`src/rtl/alu_muldiv_seq.sv`:
```
// Multi-cycle unsigned MULU/DIVU sequencer that borrows the core's 32-bit ALU
// for one add/subtract per step, XLEN steps per operation.
module alu_muldiv_seq #(
  parameter int         XLEN    = 32,
  parameter logic [3:0] SEL_ADD = 4'b0010,
  parameter logic [3:0] SEL_SUB = 4'b0110
) (
  input  logic            clk,
  input  logic            rst_n,
  input  logic            start,
  input  logic            op,
  input  logic [XLEN-1:0] opa,
  input  logic [XLEN-1:0] opb,
  output logic            busy,
  output logic            done,
  output logic [XLEN-1:0] res_lo,
  output logic [XLEN-1:0] res_hi,
  output logic            div_by_zero,
  output logic [XLEN-1:0] alu_a,
  output logic [XLEN-1:0] alu_b,
  output logic [3:0]      alu_sel,
  input  logic [XLEN-1:0] alu_res
);

  localparam int CW = $clog2(XLEN + 1);

  typedef enum logic [1:0] {IDLE, RUN, DONE} state_t;

  state_t          state;
  logic            op_r;
  logic [XLEN-1:0] divisor;
  logic [XLEN-1:0] hi, lo;
  logic [CW-1:0]   cnt;

  logic            top, carry, borrow, ok, last;
  logic [XLEN-1:0] shr, hi_nx, lo_nx;

  assign last = (cnt == CW'(XLEN - 1));

  always_comb begin
    top     = hi[XLEN-1];
    shr     = {hi[XLEN-2:0], lo[XLEN-1]};
    alu_a   = '0;
    alu_b   = '0;
    alu_sel = SEL_ADD;
    if (state == RUN) begin
      if (!op_r) begin
        alu_a = hi;
        alu_b = lo[0] ? divisor : '0;
      end else begin
        alu_a   = shr;
        alu_b   = divisor;
        alu_sel = SEL_SUB;
      end
    end
    // Carry/borrow reconstructed from operand and result MSBs; the ALU has no flag outputs.
    carry  = (alu_a[XLEN-1] & alu_b[XLEN-1]) |
             ((alu_a[XLEN-1] | alu_b[XLEN-1]) & ~alu_res[XLEN-1]);
    borrow = (~alu_a[XLEN-1] & alu_b[XLEN-1]) |
             (~(alu_a[XLEN-1] ^ alu_b[XLEN-1]) & alu_res[XLEN-1]);
    ok     = top | ~borrow;
    if (!op_r) begin
      hi_nx = {carry, alu_res[XLEN-1:1]};
      lo_nx = {alu_res[0], lo[XLEN-1:1]};
    end else begin
      hi_nx = ok ? alu_res : shr;
      lo_nx = {lo[XLEN-2:0], ok};
    end
  end

  always_ff @(posedge clk or negedge rst_n) begin
    if (!rst_n) begin
      state       <= IDLE;
      op_r        <= 1'b0;
      divisor     <= '0;
      hi          <= '0;
      lo          <= '0;
      cnt         <= '0;
      busy        <= 1'b0;
      done        <= 1'b0;
      div_by_zero <= 1'b0;
      res_lo      <= '0;
      res_hi      <= '0;
    end else begin
      case (state)
        IDLE: begin
          done <= 1'b0;
          if (start) begin
            op_r    <= op;
            divisor <= opb;
            busy    <= 1'b1;
            hi      <= '0;
            lo      <= opa;
            cnt     <= '0;
            if (op && (opb == '0)) begin
              state       <= DONE;
              done        <= 1'b1;
              div_by_zero <= 1'b1;
              res_lo      <= '1;
              res_hi      <= opa;
            end else begin
              state <= RUN;
            end
          end
        end
        RUN: begin
          hi  <= hi_nx;
          lo  <= lo_nx;
          cnt <= cnt + 1'b1;
          // Publish the final step's next values so results line up with done.
          if (last) begin
            state       <= DONE;
            done        <= 1'b1;
            div_by_zero <= 1'b0;
            res_lo      <= lo_nx;
            res_hi      <= hi_nx;
          end
        end
        DONE: begin
          done  <= 1'b0;
          busy  <= 1'b0;
          state <= IDLE;
        end
        default: state <= IDLE;
      endcase
    end
  end

endmodule

```
`config.mk`:
```
export PLATFORM = sky130hd
export DESIGN_NAME = alu_muldiv_seq
export DESIGN_NICKNAME = d
export VERILOG_FILES = /design/src/rtl/alu_muldiv_seq.sv
export SDC_FILE = /design/constraint.sdc
export NUM_CORES = 1
export LEC_CHECK = 0
export CAP_MARGIN = 20
export CELL_PAD_IN_SITES_DETAIL_PLACEMENT = 0
export CELL_PAD_IN_SITES_GLOBAL_PLACEMENT = 1
export CORE_UTILIZATION = 35
export DETAILED_ROUTE_END_ITERATION = 6
export PLACE_DENSITY_LB_ADDON = 0.1
export SYNTH_ARGS = -nofsm -noshare
export SYNTH_HDL_FRONTEND = slang
export SYNTH_SLANG_ARGS = --single-unit
```
`constraint.sdc`:
```
create_clock -name clk -period 4.9 [get_ports clk]
set_input_delay 0.98 -clock clk [delete_from_list [all_inputs] [get_ports clk]]
set_output_delay 0.98 -clock clk [all_outputs]
set_load 0.02 [all_outputs]
```
### After elaboration in Yosys (flattened, before gate mapping)

Cells that the tools add are included.

* bits in registers: 172
* input port bits: 100
* output and inout bits: 135
* logic and storage cells: 81

* add/sub/neg operators: 1
* eq/ne operators: 6
* muxes and demuxes: 38
* bitwise gates (word level): 13
* reduce and logical (&&, ||, !) cells: 12

Operator list (number)
* $mux 32: 16
* $pmux 32 s2: 4
* $logic_not 32->1: 1
* $pmux 6 s2: 1
* $reduce_and 2->1: 5
* $mux 1: 7
* $add 6x1->6 const B: 1
* $eq 6x5->1 const B: 1
* $mux 2: 3
* $mux 3: 2
* $mux 6: 1
* $ne 2x2->1 const B: 3
* $and 1x1->1: 4
* $not 1->1: 4
* $or 1x1->1: 4
* $pmux 1 s2: 2
* $pmux 2 s2: 1
* $reduce_and 4->1: 1
* $reduce_bool 2->1: 2
* $pmux 1 s3: 1
* $reduce_bool 3->1: 1
* $eq 2x1->1 const B: 1
* $eq 2x2->1 const B: 1
* $logic_not 2->1: 1
* other kinds (2): 2

### Depth between registers and ports, before layout

Gate-level depths: netlist of the first run.

* depth in word-level cells: 13
* gate-level depth with buffers: 15
* depth with buffers taken out: 11

### Least setup slack after synthesis of the first run

Ideal clock, no wire load.

* kind: flip-flop to flip-flop
* start point: register state[1]
* end point: register res_hi[10]
* setup time: 0.128 ns
* data arrival time: 3.283 ns
* data required time: 4.772 ns
* path slack: 1.489 ns
* stages on the path, launching flop included: 16
* path buffers: 4
* clock period less this slack: 3.411 ns
* cells stage by stage: dfrtp_1 -> inv_1 -> ha_1 -> buf_2 -> clkinv_1 -> clkbuf_1 -> nor2_1 -> clkbuf_1 -> nand2_1 -> ha_1 -> or3b_2 -> o41ai_4 -> buf_6 -> mux2i_1 -> o21ai_1 -> mux2_1

* cells in the longest elaborated chain, start to end: 12
* elaborated cells between the ends (all ways): 21
* those cells by class: eq/ne: 4; mux: 6; bitwise: 8; reduce/logical: 3

RTL lines
* start, declared: line 29 `state_t state;`
* start signal, assigned: line 73 `state <= IDLE;`
* start signal, assigned: line 96 `state <= DONE;`
* start signal, assigned: line 102 `state <= RUN;`
* $eq 2x1->1: line 46, 85
* $mux 32: line 46 `if (state == RUN) begin`
* $xor 1x1->1: line 60 `(~(alu_a[XLEN-1] ^ alu_b[XLEN-1]) & alu_res[XLEN-1]);`
* $not 1->1: line 60
* $and 1x1->1: line 60
* $or 1x1->1: line 59 `borrow = (~alu_a[XLEN-1] & alu_b[XLEN-1]) |`
* $not 1->1: line 61 `ok = top | ~borrow;`
* $or 1x1->1: line 61
* $mux 32: line 66 `hi_nx = ok ? alu_res : shr;`
* $mux 32: line 62 `if (!op_r) begin`
* $mux 32: line 111 `if (last) begin`
* $pmux 32 s2: line 85 `case (state)`
* end signal, assigned: line 100 `res_hi <= opa;`
* end signal, assigned: line 116 `res_hi <= hi_nx;`
* end, declared: line 17 `output logic [XLEN-1:0] res_hi,`

Parallel ways exist; a longest one is shown, timed or not. The select of a mux whose other input is x is not followed.
A chain may end at the register's enable or synchronous reset.

### Final worst setup path of the first run

* start point: register state[1]
* end point: output alu_sel[2]

* cells in the longest elaborated chain, start to end: 2

RTL lines
* $eq 2x1->1: line 46
* $mux 3: line 46
* end, declared: line 21 `output logic [3:0] alu_sel,`

Every way passes these cells.

==> impl_metrics.py, run 1 <==
metrics = {
    "outcome": {
        "status": "completed",
    },
    "die": {
        "std_cell_rows": 59,
        "die_h_microns": 165,
        "die_x_microns": 165,
        "ioPinCount": 235,
        "fp.coreArea_sq_um": 26000,
        "die_area_sq_um": 27100,
        "initial_core_util_pct": 35.7,
    },
    "clocking": {
        "path_clk_slew_ps": 70,
        "clock_path_buffers": 2,
        "hold_buffers": 0,
        "cts_tree": "built",
        "clock_latency_ps": 430,
        "cts_resized": 0,
        "cts-htree-levels": 4,
        "cts_made_buffers": 17,
        "cts.sinks": 172,
        "cts_root_buffer": "clkbuf_16",
        "postCtsSetupRepairBufs": 0,
    },
    "global_routing": {
        "use_met3_pct": 6.00,
        "grt_pass1_vias": 7362,
        "grt_pass1_wl_microns": 42100,
        "antenna_found_initial": 0,
        "grt_max_degree": 131,
        "met2_usage_pct": 30.8,
        "grt.busiest_layer": "met2",
        "grt-ovfl-total": 0,
        "grt_usage_pct": 20.1,
        "met1_usage_pct": 28.1,
    },
    "yosys": {
        "yosysSeqAreaShare_pct": 46.4,
        "syn_area_per_cell_sq_um": 10.6,
        "yosysUniqueCellTypes": 45,
        "synth_edf_count": 0,
        "synth.largest_area_cell": "dfrtp_1",
        "async_flop_share_pct": 100,
        "yosys.area.top_type_share_pct": 46.4,
        "synth_seq_cells": 172,
        "synth.area.top_cells": "dfrtp_1 46%, mux2i_1 10%, mux2_4 7.9%",
        "synthCells": 871,
        "synth_common_cells": "172 x dfrtp_1, 100 x o21ai_0, 95 x mux2i_1, 73 x nand2_1, 52 x nor2_1",
        "synth_flop_cell": "dfrtp_1",
        "ys.warnings.count": 0,
        "synth.most_common_cell": "dfrtp_1",
        "syn_area_sq_um": 9270,
    },
    "drt": {
        "avgViaCountPerCell": 5.10,
        "drc_errors": 0,
        "vias": 7209,
        "dr.pass1.iters": 4,
        "avgRoutedWirePerCell_microns": 18.6,
        "finalWirelength_microns": 26300,
        "drt_iter0_drc": 408,
        "ant_nets": 0,
    },
    "worst_setup_path": {
        "rr_worst_depth": 8,
        "r2r_slack_ps": 1470,
        "crit_path_end_kind": "output pin",
        "worstSetupPathType": "flop to output pin",
        "required_ps": 3920,
        "worstPathArrival_ps": 2840,
        "r2r-end": "res_hi[0]",
        "r2r_start": "state[1]",
        "start_kind": "flop",
        "crit_path_max_fanout": 72,
    },
    "layout": {
        "nets": 1170,
        "drive_above_1_share_pct": 13.6,
        "fin_util_pct": 47.7,
        "fill_cells": 2446,
        "stdcell_area_sq_um": 12400,
        "area_delta_synth_final_pct": 33.7,
    },
    "timing": {
        "worst_pin_slew_ps": 1090,
        "rsz0062_at_grt": "false",
        "fin_skew_ps": 13.5,
        "slew_viol_final": 0,
        "fin_crit_ps": 3820,
        "setup_viol": 0,
        "whs_ps": 498,
        "post-route-period-util_pct": 77.9,
        "fin_setup_tns_ps": 0,
        "hold_viol": 0,
        "relSlewSlack_pct": 27.4,
        "max_freq_mhz": 262,
    },
    "hold_path": {
        "whs_path_depth": 1,
        "hold-path-endpoint": "divisor[28]",
        "min_from": "divisor[28]",
        "hold_class": "flop to flop",
    },
    "power_and_ir_drop": {
        "power_density_nw_per_um2": 660,
        "p_leak_uw": 0.00552,
        "irDropWorstVdd_mv": 0.404,
    },
    "placement": {
        "gp_congestion": 0.732,
        "hpwlAfterDp_microns": 17100,
        "postPlaceCellArea_sq_um": 11800,
        "io_buffer_count": 231,
    },
    "flow_run": {
        "cap_violations": 0,
    },
}
how the worst max path moves through the flow:
stage	start	to	slack (ps)
2_1_floorplan	state[1]	res_hi[10]	1490
3_3_place_gp	opb[3]	res_hi[8]	1100
3_5_place_dp	opb[3]	res_hi[7]	1030
4_1_cts	state[1]	alu_sel[2]	1030
5_1_grt	state[1]	alu_sel[2]	840
6_report	state[1]	alu_sel[2]	1080
worst max-delay path: stages, from the launching register on:
cell             delay [ps]
dfrtp_1                 410
inv_1                    90
ha_2                    210
buf_4                   570
nand2_1                 100
buf_4                   300
inv_1                    90
clkdlybuf4s50_1         600
layout make-up:
class                   count  area [sq um]  area share, %
flip-flops and latches    172          4310           34.8
clock inverters            15           170           1.37
clock buffers              17           425           3.43
diodes                      1          2.50         0.0202
repair buffers            243          2430           19.6
well taps                 335           419           3.38
multi-input cells         621          4610           37.2
inverters                   9          33.8          0.273
sequential cells by signal (all words and copies together) (netlist names):
register     flops
divisor         32
hi              32
div_by_zero      1
state            2
cnt              6
busy             1
op_r             1
lo              32
done             1
res_hi          32
res_lo          32
where the power goes:
group	total, uW	switching (uW)	internal (uW)
sequential	2590	503	2090
clock	1390	662	731
combinational	4200	2180	2020
cells by family (layout without fill, tap and decap cells):
group                      Yosys count  after routing  synth area share (%)
AOI/OAI and AO/OA                  241            241                  15.5
and+or+nand+nor                    177            177                  8.69
xor gates and xnor gates             2              2                 0.189
muxes                              192            192                  24.0
other                                2              4                0.0810
adders and majority gates            6              6                 0.810
buffers and inverters               79            284                  4.29
DFF                                172            172                  46.4
through the flow:
step | cells | power (uW) | setup slack [ps]
2_1_floorplan | 872 | 5330 | 1490
3_3_place_gp | 1380 | 6820 | 1100
3_5_place_dp | 1380 | 6860 | 1030
4_1_cts | 1412 | 8290 | 1030
5_1_grt | 1412 | 8770 | 840
6_report | 1413 | 8190 | 1080
metal layers:
layer | wire [microns] | vias to the layer above
met4 | 139 | 0
met3 | 1880 | 8
met5 | 0 | -
li1 | - | 3481
met1 | 12600 | 3526
met2 | 11700 | 194
cell usage in the layout (no fill, tap or decap), drive strengths merged, types with 4 or more instances in the layout:
master	netlist	layout
clkdlybuf4s50	0	230
dfrtp	172	172
o21ai	130	130
mux2	97	97
mux2i	95	95
nand2	74	74
nor2	52	52
a21oi	35	35
and2	32	32
a21o	32	32
a22oi	31	31
inv	8	19
clkbuf	42	17
buf	28	13
nor4	6	6
ha	6	6
a22o	5	5
nor3	4	4
Power figures use the tool's default switching activity.
==> run 2: changes to the inputs <==
Clock period 4.9 ns to 3.48 ns, I/O delays scaled along.
==> impl_metrics.py, run 2 (synthesis gave the netlist of run 1 again) <==
metrics = {
    "drt": {
        "finalWirelength_microns": 26000,
        "avgRoutedWirePerCell_microns": 18.3,
        "avgViaCountPerCell": 5.08,
        "dr.pass1.iters": 5,
        "vias": 7211,
        "ant_nets": 0,
        "drc_errors": 0,
        "drt_iter0_drc": 368,
    },
    "layout": {
        "final_cell_mix": "230 x clkdlybuf4s50_1, 171 x dfrtp_1, 100 x o21ai_0",
        "area_delta_synth_final_pct": 35.1,
        "drive_above_1_share_pct": 14.3,
        "diodes": 0,
        "nets": 1179,
        "stdcell_area_sq_um": 12500,
        "final_common_cell": "clkdlybuf4s50_1",
    },
    "timing": {
        "worst_pin_slew_ps": 991,
        "max_freq_mhz": 315,
        "hold_viol": 0,
        "fin_crit_ps": 3180,
        "fin_setup_tns_ps": 0,
        "post-route-period-util_pct": 91.3,
        "setup_ws_ps": 303,
        "fin_skew_ps": 13.0,
        "rsz0062_at_grt": "false",
        "setup_viol": 0,
        "slew_viol_final": 0,
        "relSlewSlack_pct": 33.8,
    },
    "placement": {
        "postPlaceCellArea_sq_um": 11900,
        "pre_cts_ws_ps": 421,
        "hpwlAfterDp_microns": 17300,
        "gp_congestion": 0.724,
        "io_buffer_count": 231,
    },
    "global_routing": {
        "grt_max_degree": 103,
        "grt_pass1_wl_microns": 41100,
        "grt-ovfl-total": 0,
        "antenna_found_initial": 0,
        "grt_usage_pct": 19.7,
        "grt_pass1_vias": 7323,
    },
    "clocking": {
        "cts-htree-levels": 4,
        "clock_latency_ps": 430,
        "path_clk_slew_ps": 70,
        "cts.sinks": 172,
        "cts_root_buffer": "clkbuf_16",
        "hold_buffers": 0,
        "cts_made_buffers": 17,
        "clock_path_buffers": 2,
        "cts_tree": "built",
    },
    "die": {
        "die_area_sq_um": 27100,
        "std_cell_rows": 59,
        "initial_core_util_pct": 35.7,
        "ioPinCount": 235,
        "fp.coreArea_sq_um": 26000,
        "die_x_microns": 165,
        "die_h_microns": 165,
    },
    "worst_setup_path": {
        "crit_path_end_kind": "output pin",
        "worstPathArrival_ps": 2480,
        "required_ps": 2780,
        "start_kind": "flop",
        "worstSetupPathType": "flop to output pin",
        "crit_path_max_fanout": 31,
    },
    "power_and_ir_drop": {
        "p_leak_uw": 0.00559,
        "fin_total_pwr_uw": 11600,
        "power_density_nw_per_um2": 925,
        "irDropWorstVdd_mv": 0.478,
    },
    "hold_path": {
        "hold_class": "input port to async pin",
    },
    "flow_run": {
        "cap_violations": 0,
    },
    "outcome": {
        "status": "completed",
    },
}
run 2: changes by cell type in the layout (fill, tap and decap cells not counted), sizes merged:
cell    before  now
diode        1    0
clkinv       3    4
buf         13   22
clkbuf      17   18
inv         19   15
bufinv       1    2
run 2: area by class of cell:
| type | instances | area [sq um] |
|---|---|---|
| Clock buffer | 18 | 439 |
| Clock inverter | 13 | 156 |
| Fill cell | 2480 | 13500 |
| Inverter | 9 | 33.8 |
| Multi-Input combinational cell | 621 | 4610 |
| Sequential cell | 172 | 4310 |
| Tap cell | 335 | 419 |
| Timing Repair Buffer | 252 | 2560 |
run 2: worst paths after layout:
check,start,end,slack (ps),depth (start not counted)
worst max register to register,state[1],res_hi[2],540,12
worst min register to register,divisor[5],divisor[5],500,1
worst min-delay path,rst_n,res_hi[26],300,1
max in group asynchronous,rst_n,res_hi[20],2290,2
worst max-delay path,state[1],alu_b[8],300,7
min in group clk,divisor[5],divisor[5],500,1
run 2: timing repair:
item                                    CTS  global route
setup buffers                             0             0
resized for setup                         0             1
endpoints found under the setup margin    0             1
run 2: power breakdown:
part / switching (uW) / internal [uW]
registers: 701 / 2940
clock network: 859 / 1100
logic: 3070 / 2920
total: 4630 / 6960
run 2: worst max-delay path, cell delays in order, from the launching register on:
cell and delay (ps):
dfrtp_1 420, inv_1 100, ha_2 210, inv_2 60
nor2_1 160, buf_4 300, and2_1 180, clkdlybuf4s50_1 630
run 2: metrics by stage:
| step | hold WS (ps) | instances | util, % |
|---|---|---|---|
| 6_report | 305 | 1420 | 48.2 |
| 5_1_grt | 349 | 1420 | 48.2 |
| 4_1_cts | 326 | 1420 | 48.2 |
| 3_5_place_dp | 485 | 1389 | 45.9 |
| 3_3_place_gp | 474 | 1389 | 45.9 |
| 2_1_floorplan | 400 | 872 | - |
run 2: layer usage:
layer  wire length, microns  GRT usage (%)  vias up
met2                  11600           30.2      201
met4                    204           3.75        0
li1                       -              -     3507
met3                   1810           5.98       15
met1                  12300           27.3     3488
met5                      0              0        -
==> run 3: changes to the inputs <==
Settings changed: RECOVER_POWER from default to 100.
==> impl_metrics.py, run 3 (synthesis gave the netlist of run 1 again) <==
metrics = {
    "drt": {
        "drc_errors": 0,
        "avgViaCountPerCell": 5.11,
        "ant_nets": 0,
        "drt_iter0_drc": 375,
        "dr.pass1.iters": 4,
        "finalWirelength_microns": 26000,
        "avgRoutedWirePerCell_microns": 18.3,
        "vias": 7261,
    },
    "die": {
        "die_x_microns": 165,
        "fp.coreArea_sq_um": 26000,
        "ioPinCount": 235,
        "initial_core_util_pct": 35.7,
        "die_area_sq_um": 27100,
        "die_h_microns": 165,
        "std_cell_rows": 59,
    },
    "clocking": {
        "clock_path_buffers": 2,
        "hold_buffers": 0,
        "cts_resized": 0,
        "cts_made_buffers": 17,
        "cts_root_buffer": "clkbuf_16",
        "clock_latency_ps": 430,
        "path_clk_slew_ps": 70,
        "postCtsSetupRepairBufs": 0,
        "cts-htree-levels": 4,
        "cts.sinks": 172,
        "cts_tree": "built",
    },
    "worst_setup_path": {
        "path_delay_family": "buffers and inverters",
        "crit_path_end_kind": "output pin",
        "worstSetupPathType": "flop to output pin",
        "slowest_stage": "dlygate4sd3_1",
        "crit_path_max_fanout": 72,
        "required_ps": 2780,
        "cp_cell_sequence": "inv_1 > ha_1 > buf_6 > nand2_1 > inv_1 > dlygate4sd3_1",
        "worstPathArrival_ps": 2530,
        "path_buf_inv": 4,
        "cpMostUsedCell": "inv_1",
        "cpPeakStageDelay_ps": 670,
        "start_kind": "flop",
    },
    "timing": {
        "hold_viol": 0,
        "fin_setup_tns_ps": 0,
        "fin_skew_ps": 13.7,
        "setup_viol": 0,
        "worst_pin_slew_ps": 2020,
        "fin_crit_ps": 3230,
        "post-route-period-util_pct": 92.7,
        "relSlewSlack_pct": -34.9,
        "max_freq_mhz": 310,
        "rsz0062_at_grt": "false",
        "setup_ws_ps": 253,
        "slew_viol_final": 73,
    },
    "layout": {
        "area_delta_synth_final_pct": 33.0,
        "final_cell_mix": "171 x dfrtp_1, 129 x clkdlybuf4s50_1, 119 x o21ai_0",
        "stdcell_area_sq_um": 12300,
        "nets": 1179,
        "drive_above_1_share_pct": 10.7,
        "diodes": 0,
        "fill_cells": 2520,
        "final_common_cell": "dfrtp_1",
    },
    "global_routing": {
        "grt_usage_pct": 19.7,
        "grt_pass1_vias": 7323,
        "antenna_found_initial": 0,
        "grt_max_degree": 103,
        "grt_pass1_wl_microns": 41100,
        "grt-ovfl-total": 0,
    },
    "power_and_ir_drop": {
        "p_switching_uw": 4560,
        "power_density_nw_per_um2": 901,
        "p_leak_uw": 0.00543,
        "clock_power_share_pct": 17.6,
        "pwr-share-seq_pct": 32.5,
        "sw_frac_of_total_pct": 41.0,
        "intPower_uw": 6560,
        "fin_total_pwr_uw": 11100,
        "irDropWorstVdd_mv": 0.479,
        "combinationalPowerShare_pct": 49.9,
    },
    "hold_path": {
        "hold_class": "flop to flop",
    },
    "placement": {
        "gp_congestion": 0.724,
        "hpwlAfterDp_microns": 17300,
        "postPlaceCellArea_sq_um": 11900,
        "pre_cts_ws_ps": 421,
        "io_buffer_count": 231,
    },
    "outcome": {
        "status": "finished with violations",
        "violations": "max-capacitance violations, max-slew violations",
    },
    "flow_run": {
        "cap_violations": 1,
    },
}
==> run 3: worst paths after layout <==
| path | startpoint | endpoint | slack, ps | depth (start not counted) |
|---|---|---|---|---|
| hold reg to reg | res_hi[9] | res_hi[9] | 490 | 1 |
| min in group asynchronous | rst_n | res_hi[26] | 840 | 1 |
| setup reg to reg | state[1] | hi[8] | 380 | 10 |
| max in group asynchronous | rst_n | res_hi[20] | 1020 | 2 |
| hold / removal | res_hi[9] | res_hi[9] | 490 | 1 |
| setup / recovery | state[1] | alu_sel[2] | 250 | 6 |
==> run 3: power by group through the flow <==
stage / sequential (uW) / clock [uW] / combinational, uW
2_1_floorplan: 3900 / 0 / 3610
3_3_place_gp: 3670 / 0 / 6000
3_5_place_dp: 3670 / 0 / 6040
4_1_cts: 3650 / 2020 / 6060
5_1_grt: 3750 / 2110 / 6050
6_report: 3610 / 1960 / 5540
==> run 3: worst register-to-register path, delay by kind of cell, from the launching register on <==
family                     cells  cell delay [ps]
DFF                            1              410
muxes                          1              150
buffers and inverters          4             1510
adders and majority gates      1              220
AOI/OAI and AO/OA              3              400
and+or+nand+nor                1              360
==> run 3: layout make-up <==
cell class                      instances  area (sq um)  area share (%)
Multi-Input combinational cell        621          4460            36.2
Inverter                                9          33.8           0.274
Clock inverter                         13           156            1.27
Tap cell                              335           419            3.40
Timing Repair Buffer                  252          2520            20.4
Sequential cell                       172          4310            34.9
Clock buffer                           18           439            3.56
==> run 3: layer usage <==
metal | up-vias | global-route usage, % | wire length, microns
met3 | 19 | 5.98 | 1780
met2 | 208 | 30.2 | 11500
li1 | 3512 | - | -
met1 | 3522 | 27.3 | 12500
met5 | - | 0 | 0
met4 | 0 | 3.75 | 243
==> run 3: stage by stage <==
stage | util (%) | std cells | hold WS, ps
global route | 47.5 | 1420 | 510
global placement | 45.9 | 1389 | 474
detailed placement | 45.9 | 1389 | 485
CTS | 48.2 | 1420 | 326
floorplan | - | 872 | 400
finish | 47.5 | 1420 | 492
